### config.mk
export PLATFORM = sky130hd
export DESIGN_NAME = gal
export DESIGN_NICKNAME = d
export VERILOG_FILES = /design/src/rtl/gal.sv
export SDC_FILE = /design/constraint.sdc
export NUM_CORES = 1
export LEC_CHECK = 0
export BUFFER_PORTS_ARGS = -buffer_cell sky130_fd_sc_hd__buf_4
export CAP_MARGIN = 30
export CORE_AREA = 8 8 45 47
export CTS_CLUSTER_DIAMETER = 120
export DETAILED_ROUTE_END_ITERATION = 10
export DIE_AREA = 0 0 53 55
export SYNTH_ARGS = -nofsm -noshare
export SYNTH_HDL_FRONTEND = slang
export SYNTH_SLANG_ARGS = --single-unit
### constraint.sdc
create_clock -name clk -period 1.23 [get_ports clk]
set_input_delay 0 -clock clk [delete_from_list [all_inputs] [get_ports clk]]
set_output_delay 0 -clock clk [all_outputs]
set_load 0.01 [all_outputs]
### src/rtl/gal.sv
// Bus-cycle glue logic: decodes each CPU cycle to RAM, ROM, CPLD or ATA.
// It drives the device selects and strobes for the whole cycle, then returns
// READYb after a wait that depends on the target.
module gal (
    input  logic clk,
    input  logic RESET,
    input  logic MIO,
    input  logic ADS,
    input  logic WR,
    input  logic A31,
    input  logic A13,
    input  logic A10,
    input  logic BE0b,
    input  logic BE1b,
    input  logic BE2b,
    input  logic BE3b,
    output logic READYb,
    output logic STATE0,
    output logic STATE1,
    output logic RAMCEb,
    output logic ROMCSb,
    output logic CPLDCSb,
    output logic ATACS0b,
    output logic ATAOEb,
    output logic WEb,
    output logic A1
);

    typedef enum logic [1:0] {
        StIdle = 2'b00,
        StS1   = 2'b01,
        StS2   = 2'b10,
        StS3   = 2'b11
    } state_e;

    typedef enum logic [2:0] {
        TgtNone = 3'd0,
        TgtRam  = 3'd1,
        TgtRom  = 3'd2,
        TgtCpld = 3'd3,
        TgtAta  = 3'd4
    } target_e;

    state_e  state_q;
    target_e target_q;
    target_e target_d;
    state_e  ready_st;
    logic    wr_q;
    logic    a1_q;
    logic    active;

    // Only the low half-word enables select the ROM half; the upper two are unused.
    logic unused_be;
    assign unused_be = BE2b ^ BE3b;

    // Address decode of the cycle being started.
    always_comb begin
        target_d = TgtNone;
        if (MIO) begin
            target_d = A31 ? TgtRom : TgtRam;
        end else if (!A13) begin
            target_d = TgtAta;
        end else if (A10) begin
            target_d = TgtCpld;
        end
    end

    // State in which the latched target completes its cycle.
    always_comb begin
        ready_st = StS2;
        unique case (target_q)
            TgtRam:  ready_st = StS1;
            TgtAta:  ready_st = StS3;
            default: ready_st = StS2;
        endcase
    end

    // Cycle sequencer; cycle info is latched only when a cycle starts in IDLE.
    always_ff @(posedge clk or negedge RESET) begin
        if (!RESET) begin
            state_q  <= StIdle;
            target_q <= TgtNone;
            wr_q     <= 1'b0;
            a1_q     <= 1'b0;
        end else begin
            unique case (state_q)
                StIdle: begin
                    if (!ADS) begin
                        state_q  <= StS1;
                        target_q <= target_d;
                        wr_q     <= WR;
                        a1_q     <= BE0b & BE1b;
                    end
                end
                StS1:    state_q <= (ready_st == StS1) ? StIdle : StS2;
                StS2:    state_q <= (ready_st == StS2) ? StIdle : StS3;
                default: state_q <= StIdle;
            endcase
        end
    end

    // Selects and strobes follow the state and the latched cycle info.
    always_comb begin
        active  = (state_q != StIdle);
        READYb  = !(active && (state_q == ready_st));
        RAMCEb  = !(active && (target_q == TgtRam));
        ROMCSb  = !(active && (target_q == TgtRom) && !wr_q);
        CPLDCSb = !(active && (target_q == TgtCpld));
        ATACS0b = !(active && (target_q == TgtAta));
        ATAOEb  = !(active && (target_q == TgtAta) && !wr_q);
        WEb     = !(active && wr_q &&
                    ((target_q == TgtRam) || (target_q == TgtCpld) || (target_q == TgtAta)));
        STATE1  = state_q[1];
        STATE0  = state_q[0];
        A1      = a1_q;
    end

endmodule

-- Yosys cells after proc, flatten, opt, wreduce, memory -nomap -nowiden
Index checks and enable logic that the tools add are counted.
- register bits: 7
- logic and storage cells: 47
- input bits: 12
- output and inout bits: 10
- equality and inequality tests: 10
- reduce and logical (&&, ||, !) cells: 22
- muxes and demuxes: 9
- bitwise logic cells: 2
- operator list (operator ; count):
    2-bit 2-to-1 mux ; 5
    1-bit logical AND ; 9
    1-bit logical NOT ; 8
    3-bit by 2-bit equality test with 1-bit output (second input constant) ; 2
    3-bit 2-to-1 mux ; 2
    2-bit case mux with 3 select lines ; 1
    2-bit by 1-bit equality test with 1-bit output (second input constant) ; 2
    2-bit equality test (second input constant) ; 2
    2-bit case mux with 2 select lines ; 1
    3-bit by 1-bit equality test with 1-bit output (second input constant) ; 1
    3-bit equality test (second input constant) ; 1
    2-bit equality test ; 1
    2-bit logical NOT ; 1
    1-bit logical OR ; 2
    2-bit inequality test (second input constant) ; 1
    2-bit AND reduction ; 1
    2-bit nonzero test ; 1
    1-bit bitwise AND ; 1
    1-bit inverter ; 1

-- Logic depth before layout (Yosys ltp)
- word-level depth: 5
- mapped depth: 5
- depth with buffers taken out: 3

-- Worst setup path before layout
No wires, ideal clock.
- kind: register -> register
- from: reg state_q[0]
- to: reg target_q[1]
- period minus slack after synthesis: 1399 ps
- data required time: 1106 ps
- path buffers: 2
- arrival: 1274 ps
- setup time: 124 ps
- slack: -169 ps
- cell stages (with the launch flop): 6
- cells stage by stage: dfrtp_1 > buf_6 > or3_4 > buf_6 > a211oi_2 > a21oi_1
- cells in the longest elaborated chain, start to end: 2
- ends and longest elaborated chain (item ; RTL line ; RTL):
    from (decl) ; 44 ; state_e state_q;
    from (signal assigned) ; 81 ; state_q <= StIdle;
    from (signal assigned) ; 89 ; state_q <= StS1;
    from (signal assigned) ; 95 ; StS1: state_q <= (ready_st == StS1) ? StIdle : StS2;
    2-bit logical NOT ; 86 ; unique case (state_q)
    2-bit AND reduction (no source line) ; - ;
    to (signal assigned) ; 82 ; target_q <= TgtNone;
    to (signal assigned) ; 90 ; target_q <= target_d;
    to (decl) ; 45 ; target_e target_q;
Every way passes these cells.
A chain may end at the register's enable or synchronous reset.

-- Final worst setup path
- from: reg target_q[0]
- to: out ATAOEb
- cells in the longest elaborated chain, start to end: 4
- ends and longest elaborated chain (item ; RTL line ; RTL):
    3-bit equality test ; 110 ; ATAOEb = !(active && (target_q == TgtAta) && !wr_q);
    1-bit logical AND (2 in series) ; 110 ;
    1-bit logical NOT ; 110 ;
    to (decl) ; 24 ; output logic ATAOEb,
Every way passes these cells.

==> impl_metrics.py <==
metrics = {
    "pwr": {
        "power_density_mw_per_mm2": 2170,
        "p_leak_nw": 0.370,
        "ir_worst_vdd_v": 0.000890,
        "power.total_w": 0.00172,
    },
    "timing": {
        "layout_setup_ws_ns": -0.167,
        "slew_headroom_pct": 87.3,
        "fin_crit_ns": 1.40,
        "final_hold_viol_count": 0,
        "worstMarginPinSlew_ns": 0.190,
        "max_freq_ghz": 0.716,
        "fin_crit_sh_pct": 114,
        "rsz0062_at_grt": "yes",
        "setup_viol": 4,
        "fin_worst_skew_ns": 0.000368,
        "drv_slew": 0,
    },
    "global_route": {
        "grt_pass1_wl_mm": 2.01,
        "antenna_found_initial": 0,
        "grt_max_degree": 12,
        "grt_pass1_vias": 485,
        "grt_overflow": 0,
        "grtUsageTotal_pct": 9.53,
    },
    "logic_synthesis": {
        "synth.avg_cell_area_um2": 8.59,
        "synth-seq-area-share_pct": 40.0,
        "synth_seq_cells": 7,
        "synth_nets": 63,
        "syn_inst": 51,
        "yosys-top-cells-area": "dfrtp_1 (40%), nand2_1 (6.9%), nand2b_1 (5.7%)",
        "synth_top_area_cell": "dfrtp_1",
        "synthesis.area_um2": 438,
        "synth_top_area_share_pct": 40.0,
        "yosys_warnings": 0,
        "ys_types": 23,
    },
    "setup_path": {
        "crit_start": "target_q[0]$_DFFE_PN0P_",
        "max_stage_delay_ns": 0.48,
        "cp_max_fo": 3,
        "worstPathRequired_ns": 1.23,
        "critPathSlowestCell": "or4_4",
        "critPathCaptureType": "primary output",
        "cp.arrival_ns": 1.40,
        "worst-path-buf-inv": 1,
        "r2r_start": "state_q[1]$_DFFE_PN0P_",
        "path_cells": "nand2b_4, or4_4, buf_6",
        "path_delay_family": "simple AND/OR/NAND/NOR gates",
        "critPathKind": "reg2out",
        "critPathLaunchType": "flop",
    },
    "clock_tree": {
        "clkTransAtPathRegs_ns": 0.05,
        "htreeDepth": 1,
        "clockBufferDepth": 2,
        "cts_sinks": 7,
        "cts-buffers-inserted": 3,
        "cts_tree": "built",
        "clock_latency_ns": 0.25,
        "cts-root-buf": "clkbuf_4",
    },
    "drt": {
        "first_iter_violations": 6,
        "num_vias": 519,
        "wl_per_cell_um": 13.1,
        "post-route-drc-count": 0,
        "dr.pass1.iters": 3,
        "postRouteAntennaNets": 0,
        "via_per_inst": 4.99,
        "routed_wl_mm": 1.36,
    },
    "final_layout": {
        "nFillCells": 123,
        "fin_util_pct": 57.2,
        "register_area_um2": 176,
        "antennaDiodeCount": 0,
        "multiInputGateArea_um2": 260,
        "final_layout_size_suffix_gt1_share_pct": 48.9,
        "nets": 101,
        "syn2layout_area_growth_pct": 80.9,
    },
    "floorplan": {
        "core_mm2": 0.00138,
        "dieArea_mm2": 0.00292,
        "start_util_pct": 31.6,
        "core.rowCount": 14,
        "die_w_um": 53,
        "die_y_um": 55,
        "ios": 22,
    },
    "placed_design": {
        "hpwl_um": 897,
        "gp_congestion": 0.703,
        "io_buffers": 19,
    },
    "min_path": {
        "hp-class": "in2reg",
        "worstHoldStart": "ADS",
    },
    "run_status": {
        "outcome": "complete, but fails checks",
        "violations": "negative setup slack",
    },
    "job": {
        "max_cap_violations": 0,
    },
}
[layer usage]
layer / part of all wire [%] / track usage, % / vias up
met5: 0 / 0 / -
met4: 2.0 / 9.05 / 0
met3: 5.7 / 1.87 / 2
met2: 53 / 18.0 / 9
met1: 39 / 8.27 / 254
li1: - / - / 254
[cells in the final DEF, fill, tap and decap left out, drive strengths merged, types with 2 or more instances in the layout]
cell,count
a21oi,3
buf,30
clkbuf,4
dfrtp,7
dlygate4sd3,6
inv,2
nand2,8
nand2b,4
nand3b,2
nor2,2
nor2b,2
nor3,2
o21ai,5
o22ai,2
[synthesized netlist by cell type]
cell type / number
nand3b_1: 2
a21oi_1: 3
dfrtp_1: 7
o21ai_0: 3
nor3_1: 2
nand2b_1: 4
inv_1: 2
o31ai_1: 1
nor2_1: 2
nand3_1: 1
buf_6: 2
a211oi_2: 1
o21ai_1: 2
o221ai_1: 1
nor2b_1: 2
and2_1: 1
a32oi_1: 1
and3b_1: 1
or4_1: 1
clkbuf_1: 1
or3_4: 1
o22ai_1: 2
nand2_1: 8
[state kept, by name, indices dropped and copies added, names as in the netlist]
| name | flops |
|---|---|
| target_q | 3 |
| A1 | 1 |
| wr_q | 1 |
| state_q | 2 |
[power breakdown]
part           switching, W  internal [W]  total, W
Clock             0.0000853      0.000124  0.000209
Sequential         0.000131      0.000337  0.000468
Combinational      0.000446      0.000594   0.00104
[final cells by class]
| type | count | share of cell area [%] |
|---|---|---|
| clock buffers | 4 | 3.32 |
| well taps | 16 | 2.53 |
| repair buffers | 36 | 38.1 |
| flip-flops and latches | 7 | 22.3 |
| multi-input cells | 39 | 32.9 |
| inverters | 2 | 0.948 |
[logic make-up (layout without fill, tap and decap cells)]
group	Yosys count	after routing	synth area share, %
flip-flops	7	7	40.0
buffers and inverters	5	42	7.71
AO/OA/AOI/OAI	14	14	20.6
AND/OR/NAND/NOR	25	25	31.7
[worst min-delay path: cells and delay by family]
kind          cells  cell delay [ns]
buf+inv           1             0.09
simple gates      3             0.13
[metrics by stage]
step	cell area, µm²	setup WS, ns	TNS (ns)	std cells	hold WS (ns)
final	792	-0.167	-0.458	104	0.0126
after global routing	792	-0.201	-0.789	104	0.0268
after CTS	742	-0.170	-0.446	100	0.0216
after detailed placement	624	0.0668	0	88	-0.180
after global placement	624	0.0612	0	88	-0.180
after floorplan	438	-0.0662	-0.0939	51	-0.296
[repair_timing]
action,in CTS,in global routing
buffers inserted,2,4
resized for setup,5,8
endpoints found under the hold margin,10,0
hold buffers,6,0
setup endpoints to repair,5,6
pin swaps,2,1
[final timing paths]
| check | endpoint | slack [ns] | depth (start not counted) |
|---|---|---|---|
| max | ATAOEb | -0.17 | 3 |
| min | wr_q$_DFFE_PN0P_ | 0.01 | 4 |
| max reg2reg | target_q[1]$_DFFE_PN0P_ | 0.06 | 3 |
| min reg2reg | A1$_DFFE_PN0P_ | 0.47 | 2 |
| max in group asynchronous | target_q[2]$_DFFE_PN0P_ | 0.98 | 2 |
| min in group asynchronous | A1$_DFFE_PN0P_ | 0.12 | 2 |
Power figures use the tool's default switching activity.
